==> src/rtl/vip_pattern_gen.sv <==
// vip_pattern_gen
// ---------------------------------------------------------------------------
// Video test source for the pclk/href/vsync/data pixel-stream protocol used by
// the vip_* filter chain. It generates full frame timing and one of four test
// patterns, so any vip_* stage can be driven without a camera.
//
// Optional feature macro: VIP_PATGEN_FRAMECNT_EN
//   defined   -> adds output frame_cnt[15:0] (frames completed since reset)
//                and mode 1 becomes a ramp that scrolls by one per frame.
//   undefined -> no frame_cnt port, mode 1 is a static horizontal ramp.
//
// Ports
//   pclk        in   pixel clock, all logic on the rising edge
//   rst         in   synchronous reset, active-high
//   enable      in   run request, acted on only at frame boundaries
//   mode[1:0]   in   0 colour bars, 1 h-ramp, 2 v-ramp, 3 checkerboard
//   out_href    out  active-pixel qualifier
//   out_vsync   out  frame sync, active-high
//   out_data    out  pixel value, 0 whenever out_href=0
//   frame_done  out  one-cycle pulse with the last pixel clock of a frame
//   frame_cnt   out  (VIP_PATGEN_FRAMECNT_EN only) completed-frame counter
//
// Pipeline: position counters -> stage 1 (position decode) -> output
// registers. out_vsync therefore rises two clocks after IDLE samples enable.
// ---------------------------------------------------------------------------
module vip_pattern_gen #(
    parameter int BITS        = 8,
    parameter int WIDTH       = 640,
    parameter int HEIGHT      = 480,
    parameter int H_BLANK     = 160,
    parameter int VSYNC_LINES = 2,
    parameter int V_BACK      = 33,
    parameter int V_FRONT     = 10
) (
    input  logic            pclk,
    input  logic            rst,
    input  logic            enable,
    input  logic [1:0]      mode,
    output logic            out_href,
    output logic            out_vsync,
    output logic [BITS-1:0] out_data,
    output logic            frame_done
`ifdef VIP_PATGEN_FRAMECNT_EN
    ,
    output logic [15:0]     frame_cnt
`endif
);

    localparam int HT    = WIDTH + H_BLANK;
    localparam int VT    = VSYNC_LINES + V_BACK + HEIGHT + V_FRONT;
    localparam int HW    = $clog2(HT + 1);
    localparam int VW    = $clog2(VT + 1);
    localparam int BAR_W = (WIDTH / 8 > 0) ? WIDTH / 8 : 1;
    localparam int BW    = $clog2(BAR_W + 1);
    // Decoded x/y are kept at least 6 bits wide so bit 5 (checker square) exists.
    localparam int DW    = (BITS > 6) ? BITS : 6;

    localparam logic [HW-1:0] H_LAST   = HW'(HT - 1);
    localparam logic [HW-1:0] H_ACT    = HW'(WIDTH);
    localparam logic [VW-1:0] V_LAST   = VW'(VT - 1);
    localparam logic [VW-1:0] V_SYNC   = VW'(VSYNC_LINES);
    localparam logic [VW-1:0] V_ACT0   = VW'(VSYNC_LINES + V_BACK);
    localparam logic [VW-1:0] V_ACT1   = VW'(VSYNC_LINES + V_BACK + HEIGHT);
    localparam logic [BW-1:0] BAR_LAST = BW'(BAR_W - 1);
    localparam logic [DW-1:0] Y_OFS    = DW'(VSYNC_LINES + V_BACK);

    typedef enum logic {
        ST_IDLE,
        ST_RUN
    } state_t;

    state_t          state_reg,   state_next;
    logic [HW-1:0]   hcnt_reg,    hcnt_next;
    logic [VW-1:0]   vcnt_reg,    vcnt_next;
    logic [BW-1:0]   bar_pos_reg, bar_pos_next;
    logic [2:0]      bar_k_reg,   bar_k_next;
    logic [1:0]      mode_reg;

    logic            h_last;
    logic            v_last;
    logic [DW-1:0]   y_diff;

    logic            s1_vsync_reg;
    logic            s1_href_reg;
    logic            s1_last_reg;
    logic [DW-1:0]   s1_x_reg;
    logic [DW-1:0]   s1_y_reg;
    logic [2:0]      s1_bar_reg;

    logic [BITS-1:0] bar_pix;
    logic [BITS-1:0] ramp_ofs;
    logic [BITS-1:0] pix_next;

    assign h_last = (hcnt_reg == H_LAST);
    assign v_last = (vcnt_reg == V_LAST);
    assign y_diff = DW'(vcnt_reg) - Y_OFS;

    // ------------------------------------------------------------------
    // Frame FSM and position counters
    // ------------------------------------------------------------------
    always_ff @(posedge pclk) begin
        if (rst) begin
            state_reg   <= ST_IDLE;
            hcnt_reg    <= '0;
            vcnt_reg    <= '0;
            bar_pos_reg <= '0;
            bar_k_reg   <= '0;
        end else begin
            state_reg   <= state_next;
            hcnt_reg    <= hcnt_next;
            vcnt_reg    <= vcnt_next;
            bar_pos_reg <= bar_pos_next;
            bar_k_reg   <= bar_k_next;
        end
    end

    always_comb begin
        state_next   = state_reg;
        hcnt_next    = hcnt_reg;
        vcnt_next    = vcnt_reg;
        bar_pos_next = bar_pos_reg;
        bar_k_next   = bar_k_reg;
        case (state_reg)
            ST_IDLE: begin
                hcnt_next    = '0;
                vcnt_next    = '0;
                bar_pos_next = '0;
                bar_k_next   = '0;
                if (enable) begin
                    state_next = ST_RUN;
                end
            end
            default: begin
                if (h_last) begin
                    hcnt_next    = '0;
                    bar_pos_next = '0;
                    bar_k_next   = '0;
                    if (v_last) begin
                        // Frame boundary: the only place enable is honoured.
                        vcnt_next = '0;
                        if (!enable) begin
                            state_next = ST_IDLE;
                        end
                    end else begin
                        vcnt_next = vcnt_reg + 1'b1;
                    end
                end else begin
                    hcnt_next = hcnt_reg + 1'b1;
                    // Bar index tracks x/(WIDTH/8) without a divider; it
                    // saturates at 7 for any remainder pixels and the blanking.
                    if (bar_pos_reg == BAR_LAST) begin
                        bar_pos_next = '0;
                        if (bar_k_reg != 3'd7) begin
                            bar_k_next = bar_k_reg + 3'd1;
                        end
                    end else begin
                        bar_pos_next = bar_pos_reg + 1'b1;
                    end
                end
            end
        endcase
    end

    // Pattern select is captured while the counters sit at (0,0), so a
    // change mid-frame only shows up on the following frame.
    always_ff @(posedge pclk) begin
        if (rst) begin
            mode_reg <= 2'd0;
        end else if (state_reg == ST_RUN && hcnt_reg == '0 && vcnt_reg == '0) begin
            mode_reg <= mode;
        end
    end

    // ------------------------------------------------------------------
    // Stage 1: decode position into sync/active flags and x/y
    // ------------------------------------------------------------------
    always_ff @(posedge pclk) begin
        if (rst || state_reg != ST_RUN) begin
            s1_vsync_reg <= 1'b0;
            s1_href_reg  <= 1'b0;
            s1_last_reg  <= 1'b0;
            s1_x_reg     <= '0;
            s1_y_reg     <= '0;
            s1_bar_reg   <= '0;
        end else begin
            s1_vsync_reg <= (vcnt_reg < V_SYNC);
            s1_href_reg  <= (vcnt_reg >= V_ACT0) && (vcnt_reg < V_ACT1) &&
                            (hcnt_reg < H_ACT);
            s1_last_reg  <= h_last && v_last;
            s1_x_reg     <= DW'(hcnt_reg);
            s1_y_reg     <= y_diff;
            s1_bar_reg   <= bar_k_reg;
        end
    end

    // Colour bar value: the 3-bit bar index repeated MSB-first across BITS.
    genvar gi;
    generate
        for (gi = 0; gi < BITS; gi++) begin : g_bar_rep
            assign bar_pix[BITS-1-gi] = s1_bar_reg[2 - (gi % 3)];
        end
    endgenerate

`ifdef VIP_PATGEN_FRAMECNT_EN
    always_ff @(posedge pclk) begin
        if (rst) begin
            frame_cnt <= 16'd0;
        end else if (s1_last_reg) begin
            frame_cnt <= frame_cnt + 16'd1;
        end
    end

    assign ramp_ofs = BITS'(frame_cnt);
`else
    assign ramp_ofs = '0;
`endif

    always_comb begin
        pix_next = '0;
        if (s1_href_reg) begin
            case (mode_reg)
                2'd0:    pix_next = bar_pix;
                2'd1:    pix_next = s1_x_reg[BITS-1:0] + ramp_ofs;
                2'd2:    pix_next = s1_y_reg[BITS-1:0];
                default: pix_next = (s1_x_reg[5] ^ s1_y_reg[5]) ? '1 : '0;
            endcase
        end
    end

    // ------------------------------------------------------------------
    // Stage 2: output registers
    // ------------------------------------------------------------------
    always_ff @(posedge pclk) begin
        if (rst) begin
            out_href   <= 1'b0;
            out_vsync  <= 1'b0;
            out_data   <= '0;
            frame_done <= 1'b0;
        end else begin
            out_href   <= s1_href_reg;
            out_vsync  <= s1_vsync_reg;
            out_data   <= pix_next;
            frame_done <= s1_last_reg;
        end
    end

endmodule

==> config.mk <==
export PLATFORM = sky130hd
export DESIGN_NAME = vip_pattern_gen
export DESIGN_NICKNAME = d
export VERILOG_FILES = /design/src/rtl/vip_pattern_gen.sv
export SDC_FILE = /design/constraint.sdc
export NUM_CORES = 1
export LEC_CHECK = 0
export CAP_MARGIN = 10
export CORE_UTILIZATION = 58
export CTS_CLUSTER_DIAMETER = 200
export DETAILED_ROUTE_END_ITERATION = 7
export PLACE_DENSITY = 0.76
export SYNTH_ARGS = -nofsm -noshare
export SYNTH_HDL_FRONTEND = slang
export SYNTH_SLANG_ARGS = --single-unit
export TNS_END_PERCENT = 50
==> constraint.sdc <==
create_clock -name pclk -period 2.6 [get_ports pclk]
set_input_delay 0.52 -clock pclk [delete_from_list [all_inputs] [get_ports pclk]]
set_output_delay 0.52 -clock pclk [all_outputs]
set_load 0.005 [all_outputs]
==> reports/results.md <==
- finished, violations left — result of the run
- DRC — violations in the final reports
- 6 — DRC
- 0 — antenna-violating nets left
- 351 — number of cells in the design after placement
- 4440 um2 — area of the core region
- sky130_fd_sc_hd__o21ai_1 — slowest library cell on the worst path
- 6.24 ps — worst-case clock skew
- 5 — depth of the worst register-to-register path
- 297 — synthesized instance count
- 0.471 GHz — f_max
- 2,034 — total vias in the final route
- 0 — total inserted antenna cells
- 460 ps — critical path's largest stage delay
- 807 ps — slew at the pin closest to its max-slew limit
- 477 ps — Final Worst Setup Slack
- flop to flop — WS Path Type
- s1_last_reg$_SDFF_PP0_ — critical hold path startpoint
- 6.69% — proportion of layout cells with a drive suffix above 1
- 366 — non-filler cells, final
- 48.5% — fraction of the yosys area taken by sequential cells
- 58.6% — sequential group share of total power
- 0 ps — setup TNS after final layout
- 11.7% — layout overhead on the synthesized area
- 389 uW — Net Sw Power
- 16 — number of placed I/O pins
- 1,953 — via count of the first global-routing pass
- 9.17 um2 — mean instance size in the synthesized netlist
- frame_done$_SDFF_PP0_ — end point of the worst hold path
- hcnt_reg[1]$_SDFF_PP0_ — reg-to-reg critical path startpoint
- 309 — Post-Syn Nets
- 0 — Synthesis Warnings
- 1 — Hold Path Depth
- 6 — number of iterations in the first detailed-routing pass
- 70.5 um — DIE HEIGHT
- 15 — number of port buffers
- 0 — number of setup violations in the final report
- 322 — nets@finish
- flop — endpoint type of the worst setup path
- flop — nature of the critical path startpoint
- 2310 ps — Critical Path AT
- 3.4% — share of power burned in combinational logic
- 70 ps — clock transition at the register clock pins on the worst setup and hold paths after CTS
- 45.8% — max-slew headroom at the worst pin
- hcnt_reg[1]$_SDFF_PP0_ — Critical Path Start
- 2890 um2 — area after detailed placement
- 480 ps — slack of the worst reg-to-reg path
- 548 ps — minimum setup slack after placement
- 2780 ps — data required time at the worst endpoint
- 3 — H-tree levels
- 81.6% — final cycle utilization of the critical path
- 584 nW/um2 — total power per unit cell area
- 0 — PostCTS Resize Cnt
- 5280 um — final wirelength
- state_reg$_SDFF_PP0_ — Critical R2R Capture
- 24 — cell row count
- 0.884 — final RePlAce weighted congestion
- 61.3% — effective utilization at floorplan
- sky130_fd_sc_hd__clkbuf_8 — root cell of the clock tree
- 70.5 um — Die X-Extent
- 0 — number of synthesized flops with an enable pin
- 5.56 — per-cell via count in the routed design
- 14 — largest net degree at the start of global routing
- 0 — Maximum Capacitance Violations
- 2 — CTS max path bufs
- 0% — Async SR Flop Fraction
- 330 ps — clock insertion delay at the later pin of the skew report
- false — RSZ-0062 raised after global routing
- 38.0% — fraction of power consumed by the clock network
- 0 — sum of buffers and inverters on the critical path
- 1390 uW — cell internal pwr
- 2720 um2 — post-synthesis cell area
- simple AND/OR/NAND/NOR gates — family with the most delay on the worst path
- 0 — count of buffers added by post-CTS timing repair for setup
- 8 — critical-path maximum fanout
- 0 — final count of pins violating max slew
- 0 — global-route congestion overflow total
- done — TritonCTS clock tree
- 0 — Hold Buf Count CTS
- 9 — total clock buffers created by CTS
- 2120 ps — shortest period the worst path allows
- 4970 um2 — Die Outline Area
- 66 — Clock Sink Count
- ha_1, nand4_1, or3_4, o21ai_1, o21ai_0 — CP Cell Sequence
- flop to flop — worst min path class
- 24.0% — global-route usage over all layers
- 0 — initial antenna violation count
- sky130_fd_sc_hd__dfxtp_1 — Synth Flop Type
- 14.4 um — post-DR wirelength/cell
- 124 — initial drt markers
- 3040 um2 — Final Cell Area
- 0.370 mV — IR drop worst, VDD
- 0 — Final Hold Viols
- 21.9% — Switching Share
- 0.00111 uW — static leakage power
- 3760 um — half-perimeter wire length after placement
- 66 — number of register bits inferred by synthesis
- 41 — count of cell types in the netlist
- 9080 um — global-route wire length before repair
[layout make-up]
| type | instances | area (um2) |
|---|---|---|
| repair buffers | 20 | 188 |
| inverters | 11 | 41.3 |
| clock buffers | 11 | 131 |
| multi-input cells | 202 | 1270 |
| clock inverters | 4 | 20.0 |
| well taps | 52 | 65.1 |
| flip-flops and latches | 66 | 1320 |
| fillers | 366 | 1400 |
[power groups by stage]
stage	Sequential (uW)	Clock, uW	Combinational (uW)
4_1_cts	1040	698	61.5
3_3_place_gp	1060	0	59.6
3_5_place_dp	1060	0	61.2
2_1_floorplan	1050	0	44.7
6_report	1040	675	61.1
5_1_grt	1040	753	68.5
[routing by layer]
metal | up-vias | share of wire (%) | track usage [%]
met5 | - | 0 | 0
met4 | 0 | 1.6 | 8.39
met3 | 8 | 6.4 | 8.95
met2 | 56 | 45 | 36.8
met1 | 927 | 47 | 31.1
li1 | 1043 | - | -
[cells in the mapped netlist, types with 2 or more instances]
| master | number | area (um2) |
|---|---|---|
| sky130_fd_sc_hd__and2_1 | 9 | 56.3 |
| sky130_fd_sc_hd__or4_1 | 5 | 37.5 |
| sky130_fd_sc_hd__buf_6 | 2 | 22.5 |
| sky130_fd_sc_hd__o21ai_0 | 5 | 25.0 |
| sky130_fd_sc_hd__and3_1 | 2 | 12.5 |
| sky130_fd_sc_hd__nand2_1 | 11 | 41.3 |
| sky130_fd_sc_hd__nor2_1 | 33 | 124 |
| sky130_fd_sc_hd__dfxtp_1 | 66 | 1320 |
| sky130_fd_sc_hd__ha_1 | 7 | 87.6 |
| sky130_fd_sc_hd__o31ai_1 | 6 | 45.0 |
| sky130_fd_sc_hd__inv_1 | 11 | 41.3 |
| sky130_fd_sc_hd__and4_1 | 3 | 26.3 |
| sky130_fd_sc_hd__mux2i_1 | 5 | 50.1 |
| sky130_fd_sc_hd__nor2b_1 | 8 | 50.1 |
| sky130_fd_sc_hd__xor2_1 | 7 | 61.3 |
| sky130_fd_sc_hd__clkbuf_1 | 14 | 52.6 |
| sky130_fd_sc_hd__xnor2_1 | 15 | 131 |
| sky130_fd_sc_hd__nand3_1 | 12 | 60.1 |
| sky130_fd_sc_hd__nor3b_1 | 2 | 15.0 |
| sky130_fd_sc_hd__a21oi_1 | 22 | 110 |
| sky130_fd_sc_hd__nand2b_1 | 8 | 50.1 |
| sky130_fd_sc_hd__nor3_1 | 8 | 40.0 |
| sky130_fd_sc_hd__buf_2 | 2 | 10.0 |
| sky130_fd_sc_hd__nor4_1 | 7 | 43.8 |
| sky130_fd_sc_hd__a22oi_1 | 3 | 22.5 |
| sky130_fd_sc_hd__nand4_1 | 6 | 37.5 |
| sky130_fd_sc_hd__o21a_1 | 4 | 30.0 |
[worst register-to-register path, cell delays in order (launching register included)]
cell and delay, ps:
sky130_fd_sc_hd__dfxtp_1 390, sky130_fd_sc_hd__ha_1 240, sky130_fd_sc_hd__nand4_1 260, sky130_fd_sc_hd__or3_4 450
sky130_fd_sc_hd__o21ai_1 460, sky130_fd_sc_hd__o21ai_0 180
[cell families (layout without fill, tap and decap cells)]
logic type	Yosys count	count (layout)	synth area share (%)
flip-flops	66	66	48.5
adder cells (fa/ha/maj)	7	7	3.22
multiplexers	5	5	1.84
buffers and inverters	29	46	4.64
AND/OR/NAND/NOR	121	121	24.1
AO/OA/AOI/OAI	47	47	10.6
XOR/XNOR	22	22	7.08
[through the flow]
stage / utilization, % / power, uW / hold WS, ps
after CTS: 68.4 / 1800 / 440
after floorplan: - / 1100 / 413
after global placement: 65.0 / 1120 / 422
after detailed placement: 65.0 / 1120 / 426
final: 68.4 / 1780 / 442
after global routing: 68.4 / 1860 / 468
[placed cells by master, fill, tap and decap left out, types with 2 or more instances in the layout]
| cell type | n |
|---|---|
| sky130_fd_sc_hd__and2_1 | 9 |
| sky130_fd_sc_hd__clkbuf_1 | 2 |
| sky130_fd_sc_hd__buf_4 | 5 |
| sky130_fd_sc_hd__and4_1 | 3 |
| sky130_fd_sc_hd__a22oi_1 | 3 |
| sky130_fd_sc_hd__nor3_1 | 8 |
| sky130_fd_sc_hd__nand4_1 | 6 |
| sky130_fd_sc_hd__clkdlybuf4s50_1 | 15 |
| sky130_fd_sc_hd__nor3b_1 | 2 |
| sky130_fd_sc_hd__clkbuf_8 | 9 |
| sky130_fd_sc_hd__o21a_1 | 4 |
| sky130_fd_sc_hd__o31ai_1 | 6 |
| sky130_fd_sc_hd__nor2b_1 | 8 |
| sky130_fd_sc_hd__inv_1 | 11 |
| sky130_fd_sc_hd__and3_1 | 2 |
| sky130_fd_sc_hd__xor2_1 | 7 |
| sky130_fd_sc_hd__nand2b_1 | 8 |
| sky130_fd_sc_hd__mux2i_1 | 5 |
| sky130_fd_sc_hd__a21oi_1 | 22 |
| sky130_fd_sc_hd__nand2_1 | 11 |
| sky130_fd_sc_hd__clkinv_2 | 4 |
| sky130_fd_sc_hd__o21ai_0 | 5 |
| sky130_fd_sc_hd__nor4_1 | 7 |
| sky130_fd_sc_hd__nand3_1 | 12 |
| sky130_fd_sc_hd__nor2_1 | 33 |
| sky130_fd_sc_hd__ha_1 | 7 |
| sky130_fd_sc_hd__xnor2_1 | 15 |
| sky130_fd_sc_hd__dfxtp_1 | 66 |
| sky130_fd_sc_hd__or4_1 | 5 |
[worst max-delay path by stage]
stage	to	slack, ps	depth (start not counted)
CTS	state_reg$_SDFF_PP0_	530	5
floorplan	vcnt_reg[7]$_SDFFE_PP0N_	620	6
finish	state_reg$_SDFF_PP0_	480	5
global placement	vcnt_reg[9]$_SDFFE_PP0N_	590	5
detailed placement	state_reg$_SDFF_PP0_	550	5
global route	state_reg$_SDFF_PP0_	320	5
Power figures use the tool's default switching activity.
